==> src/rtl/mips_boot_loader.sv <==
// rtl/mips_boot_loader.sv - byte-stream program loader that fills instruction memory and releases the core
module mips_boot_loader #(
    parameter int ADDR_W         = 10,
    parameter int RELEASE_CYCLES = 2
) (
    input  logic              clock,
    input  logic              reset,
    input  logic [7:0]        rx_data,
    input  logic              rx_valid,
    output logic              rx_ready,
    output logic              imem_we,
    output logic [ADDR_W-1:0] imem_addr,
    output logic [31:0]       imem_wdata,
    output logic              core_reset,
    output logic              done,
    output logic              error
);

    typedef enum logic [2:0] {
        S_HDR0,
        S_HDR1,
        S_DATA,
        S_CSUM,
        S_STRETCH,
        S_RUN,
        S_ERROR
    } state_t;

    // Word counts are held 17 bits wide so a full 2**ADDR_W image never aliases to zero.
    localparam logic [16:0] CAPACITY    = 17'(64'd1 << ADDR_W);
    localparam logic [7:0]  RELEASE_CNT = 8'(RELEASE_CYCLES);

    state_t      state;
    state_t      next_state;
    logic [7:0]  n_lo;
    logic [16:0] n_words;
    logic [16:0] word_idx;
    logic [1:0]  byte_cnt;
    logic [23:0] asm_word;
    logic [7:0]  csum;
    logic [7:0]  rel_cnt;

    logic        xfer;
    logic [16:0] hdr_n;
    logic        last_byte_of_word;

    logic        rx_ready_nxt;
    logic        imem_we_nxt;
    logic        core_reset_nxt;
    logic        done_nxt;
    logic        error_nxt;

    assign xfer              = rx_valid && rx_ready;
    assign hdr_n             = {1'b0, rx_data, n_lo};
    assign last_byte_of_word = (byte_cnt == 2'd3);

    // State register; control outputs are registered alongside it.
    always_ff @(posedge clock) begin
        if (reset) begin
            state      <= S_HDR0;
            rx_ready   <= 1'b0;
            imem_we    <= 1'b0;
            core_reset <= 1'b1;
            done       <= 1'b0;
            error      <= 1'b0;
        end else begin
            state      <= next_state;
            rx_ready   <= rx_ready_nxt;
            imem_we    <= imem_we_nxt;
            core_reset <= core_reset_nxt;
            done       <= done_nxt;
            error      <= error_nxt;
        end
    end

    always_comb begin
        next_state = state;
        case (state)
            S_HDR0: begin
                if (xfer) next_state = S_HDR1;
            end
            S_HDR1: begin
                if (xfer) begin
                    if (hdr_n > CAPACITY)    next_state = S_ERROR;
                    else if (hdr_n == 17'd0) next_state = S_CSUM;
                    else                     next_state = S_DATA;
                end
            end
            S_DATA: begin
                if (xfer && last_byte_of_word && (word_idx + 17'd1 == n_words))
                    next_state = S_CSUM;
            end
            S_CSUM: begin
                if (xfer) next_state = (rx_data == csum) ? S_STRETCH : S_ERROR;
            end
            S_STRETCH: begin
                // The decrement that would take the counter to zero is the release edge.
                if (rel_cnt <= 8'd1) next_state = S_RUN;
            end
            S_RUN:   next_state = S_RUN;
            S_ERROR: next_state = S_ERROR;
            default: next_state = S_ERROR;
        endcase
    end

    always_comb begin
        rx_ready_nxt   = 1'b0;
        imem_we_nxt    = 1'b0;
        core_reset_nxt = 1'b1;
        done_nxt       = 1'b0;
        error_nxt      = 1'b0;
        case (next_state)
            S_HDR0, S_HDR1, S_DATA, S_CSUM: rx_ready_nxt = 1'b1;
            S_RUN: begin
                core_reset_nxt = 1'b0;
                done_nxt       = 1'b1;
            end
            S_ERROR: error_nxt = 1'b1;
            default: ;
        endcase
        if (state == S_DATA && xfer && last_byte_of_word)
            imem_we_nxt = 1'b1;
    end

    // Datapath: header latch, word assembly, checksum and release counter.
    always_ff @(posedge clock) begin
        if (reset) begin
            n_lo       <= 8'd0;
            n_words    <= 17'd0;
            word_idx   <= 17'd0;
            byte_cnt   <= 2'd0;
            asm_word   <= 24'd0;
            csum       <= 8'd0;
            rel_cnt    <= 8'd0;
            imem_addr  <= '0;
            imem_wdata <= 32'd0;
        end else begin
            case (state)
                S_HDR0: if (xfer) n_lo <= rx_data;
                S_HDR1: if (xfer) n_words <= hdr_n;
                S_DATA: begin
                    if (xfer) begin
                        byte_cnt <= byte_cnt + 2'd1;
                        csum     <= csum ^ rx_data;
                        asm_word <= {rx_data, asm_word[23:8]};
                        if (last_byte_of_word) begin
                            imem_addr  <= word_idx[ADDR_W-1:0];
                            imem_wdata <= {rx_data, asm_word};
                            word_idx   <= word_idx + 17'd1;
                        end
                    end
                end
                S_CSUM:    if (xfer) rel_cnt <= RELEASE_CNT;
                S_STRETCH: rel_cnt <= rel_cnt - 8'd1;
                default: ;
            endcase
        end
    end

endmodule

==> config.mk <==
export PLATFORM = sky130hd
export DESIGN_NAME = mips_boot_loader
export DESIGN_NICKNAME = d
export VERILOG_FILES = /design/src/rtl/mips_boot_loader.sv
export SDC_FILE = /design/constraint.sdc
export NUM_CORES = 1
export LEC_CHECK = 0
export ABC_AREA = 0
export ABC_CLOCK_PERIOD_IN_PS = 2300
export CORE_MARGIN = 4
export CORE_UTILIZATION = 45
export CTS_CLUSTER_SIZE = 16
export DETAILED_ROUTE_END_ITERATION = 6
export GPL_TIMING_DRIVEN = 0
export HOLD_SLACK_MARGIN = 0.1
export PLACE_DENSITY = 0.68
export SETUP_SLACK_MARGIN = 0.3
export SYNTH_ARGS = -nofsm -noshare
export SYNTH_HDL_FRONTEND = slang
export SYNTH_SLANG_ARGS = --single-unit
export TNS_END_PERCENT = 50
==> constraint.sdc <==
create_clock -name clock -period 2.3 [get_ports clock]
set_input_delay 0.46 -clock clock [delete_from_list [all_inputs] [get_ports clock]]
set_output_delay 0.46 -clock clock [all_outputs]
set_load 0.03 [all_outputs]
==> summary.txt <==
Clock tree
  – Root buffer cell: clkbuf_16
  – H-tree depth: 4
  – Clock slew at reported path FFs: 0.06 ns
  – Maximum clock path buffer count: 2
  – TritonCTS Buffers: 17
  – CTS tree: yes
  – Clock sinks: 133
  – Worst skew pair latency: 0.42 ns
  – Hold_buf cts: 0

Power and ir drop
  – PwrDens: 752.4 mW/mm2
  – Overall power: 5.558 mW
  – Static Leakage: 2.561 nW
  – Worst IR Drop VDD: 0.0004359 V

Timing
  – Max-slew violations: 0
  – Final Cycle Share: 96.46%
  – Fmax: 450.8 MHz
  – RSZ-0062 raised after global routing: true
  – Min Tclk post-route: 2.218 ns
  – Slew HR: 56.86%
  – Hold Slack: 0.4399 ns
  – Setup TNS: 0 ns
  – Setup ws final: 0.08152 ns
  – Worst Skew: 0.01128 ns
  – Final setup fails: 0
  – Endpoints failing hold: 0
  – Slew at the pin with the worst max-slew slack: 0.6471 ns

Worst setup path
  – Worst path slowest cell: or4_4
  – Worst-path fanout max: 4
  – Crit Reg-Reg Startpoint: word_idx[1]
  – CP bufs+invs: 0
  – Cell chain of the critical path: ha_4 > nand3_2 > or2_2 > o21ai_0 > a31oi_1 > or4_4 > o41ai_2
  – Critical Path Start Type: register
  – Crit path DAT: 2.54 ns
  – Kind of critical path: register to register
  – R2R Path End: state[0]
  – R2r setup slk: 0.08 ns
  – Crit path from: word_idx[1]
  – FF-to-FF path depth: 7
  – Endpoint class of the critical path: register
  – Slowest stage delay, CP: 0.58 ns
  – Required time of the critical path: 2.62 ns
  – Top Family by Delay on Critical Path: simple AND/OR/NAND/NOR gates

Finish
  – Share of layout cells above drive strength 1: 14.46%
  – # diodes: 0
  – Final instance area: 0.007387 mm2
  – Final Core Density: 60.99%
  – Syn-to-layout area delta: 31.61%
  – Nets: 811
  – Fin cells: 977

Synthesis
  – FF+latch count, synth: 133
  – Library cells used by synthesis: 51
  – Syn_nets: 721
  – Synth top area share: 47.44%
  – Syn Area/Cell: 7.950 um2
  – Syn Inst Count: 706
  – EDFF count, synth: 0
  – Synthesis warning total: 0
  – Mapped Area: 0.005613 mm2
  – Ys async rst share: 0%
  – Sequential area share after synthesis: 47.44%
  – Area leader, netlist: dfxtp_1
  – Largest cells by area after synthesis: dfxtp_1, nand2_1, a21oi_1
  – Most used DFF post-synth: dfxtp_1

Global routing
  – Largest net degree at the start of global routing: 17
  – Vias in the first global route: 4,983
  – Remaining global-route overflow: 0
  – Total global-route track usage: 21.02%
  – Initial antenna violation count: 0
  – First-pass GRT wire length: 23.98 mm

Route
  – Post-route ant nets: 0
  – Initial detailed-routing violation count: 430
  – Drt via density: 5.241
  – Routed WL: 14.94 mm
  – DRT Pass-1 Iters: 5
  – Routed len/inst: 15.29 um
  – Routed vias: 5,120
  – DR DRC count: 0

Hold path
  – Hold Crit Class: input port to register
  – Worst hold start: rx_data[7]
  – Hold Crit Depth: 3
  – Hold EP: n_words[15]

Flow run
  – Max cap viols: 0

Die
  – Die Span Y: 119.7 um
  – I/O pins: 58
  – Core Rows: 40
  – Initial Util: 46.34%
  – Core area: 0.01211 mm2
  – Die area: 0.01432 mm2
  – Die W: 119.7 um

Place
  – Dpl hpwl: 10.29 mm
  – Place WS: -0.6345 ns
  – Routability cong.: 0.8812
  – IO buf count: 57
  – Placement Cell Area: 0.006429 mm2
  – Cells after DPL: 931

Status
  – Run status: finished, final reports clean
[how the worst max path moves through the flow]
stage	end	slack [ns]	depth (start not counted)
finish	state[0]	0.08	7
global route	state[0]	0.02	7
detailed placement	imem_addr[3]	-0.63	8
floorplan	state[0]	0.26	8
CTS	state[0]	0.15	7
global placement	imem_wdata[30]	-0.62	8
[worst reg2reg max path: cells and delay by family, from the launching register on]
kind,cells,cell delay (ns)
DFF,1,0.37
AOI/OAI and AO/OA,3,0.61
adders and majority gates,1,0.14
and+or+nand+nor,3,0.99
[cell type report]
cell class	instances	area (um2)
clock inverters	10	95.09
clock buffers	22	485.5
multi-input cells	515	2903
repair buffers	71	688.2
flip-flops and latches	133	2679
plain buffers	49	292.8
well taps	168	210.2
fillers	1081	4725
inverters	9	33.78
[report_power, final]
part | total, mW | internal [mW] | switching [mW]
Clock | 2.62 | 1.61 | 1.01
Sequential | 2.43 | 2.37 | 0.0602
Combinational | 0.511 | 0.205 | 0.305
[cell usage in the layout, fill, tap and decap left out, types with 4 or more instances in the layout]
master / n
clkbuf_16: 18
a31oi_1: 8
nor2b_1: 4
nand3_1: 20
o21ai_0: 4
or4_4: 4
clkbuf_2: 9
clkbuf_1: 21
dlymetal6s2s_1: 5
buf_6: 10
inv_1: 9
nand3_2: 4
clkdlybuf4s50_1: 51
xor2_1: 21
xnor2_1: 32
dfxtp_1: 126
buf_4: 17
nor2_1: 44
nor4_1: 7
nor3_1: 7
dfxtp_2: 4
nand4_1: 5
a21oi_1: 98
and2_1: 4
buf_2: 4
nand2_1: 196
[synth_stat cells, types with 2 or more instances]
library cell and instances:
nand3b_1 2, nand4_1 5, and2_1 4, nor2b_1 5, or4_1 7, o22ai_1 2, buf_2 4, buf_1 6
nand3_1 24, mux2i_1 2, xor2_1 21, or2_2 3, a21oi_1 99, nor2_1 45, xnor2_1 33, dfxtp_1 133
a31oi_1 8, o31ai_1 2, clkbuf_1 31, and3_1 2, buf_4 8, o21ai_0 5, nor3_1 9, mux2_2 2
or3_1 2, inv_1 9, nor4_1 10, ha_1 4, nand2_1 197
[routing by layer]
layer	vias to the layer above	wire length [um]	track usage, %
li1	2538	-	-
met1	2405	6649	26.07
met2	144	7216	33.90
met3	33	657	5.749
met4	0	418	9.950
met5	-	0	0
[cell families (layout without fill, tap and decap cells)]
| family | after synthesis | after routing | synth area share [%] |
|---|---|---|---|
| compound gates | 127 | 127 | 12.46 |
| mux | 4 | 4 | 0.7579 |
| flops | 133 | 133 | 47.44 |
| xor+xnor | 54 | 54 | 8.426 |
| buf+inv | 58 | 161 | 4.503 |
| simple gates | 326 | 326 | 25.52 |
| fa+ha+maj | 4 | 4 | 0.8917 |
[timing repair]
item	CTS	global route
gates resized for setup	42	51
endpoints found under the hold margin	0	0
cloned	0	1
setup endpoints to repair	88	81
buffers inserted	10	3
pin swaps	11	9
[sequential cells by signal (all words and copies together) (netlist names), 3 cells and up]
| signal | cells |
|---|---|
| asm_word | 24 |
| csum | 8 |
| imem_addr | 10 |
| imem_wdata | 32 |
| n_lo | 8 |
| n_words | 16 |
| rel_cnt | 8 |
| state | 3 |
| word_idx | 17 |
No activity file was read; power rests on OpenSTA's default activity.
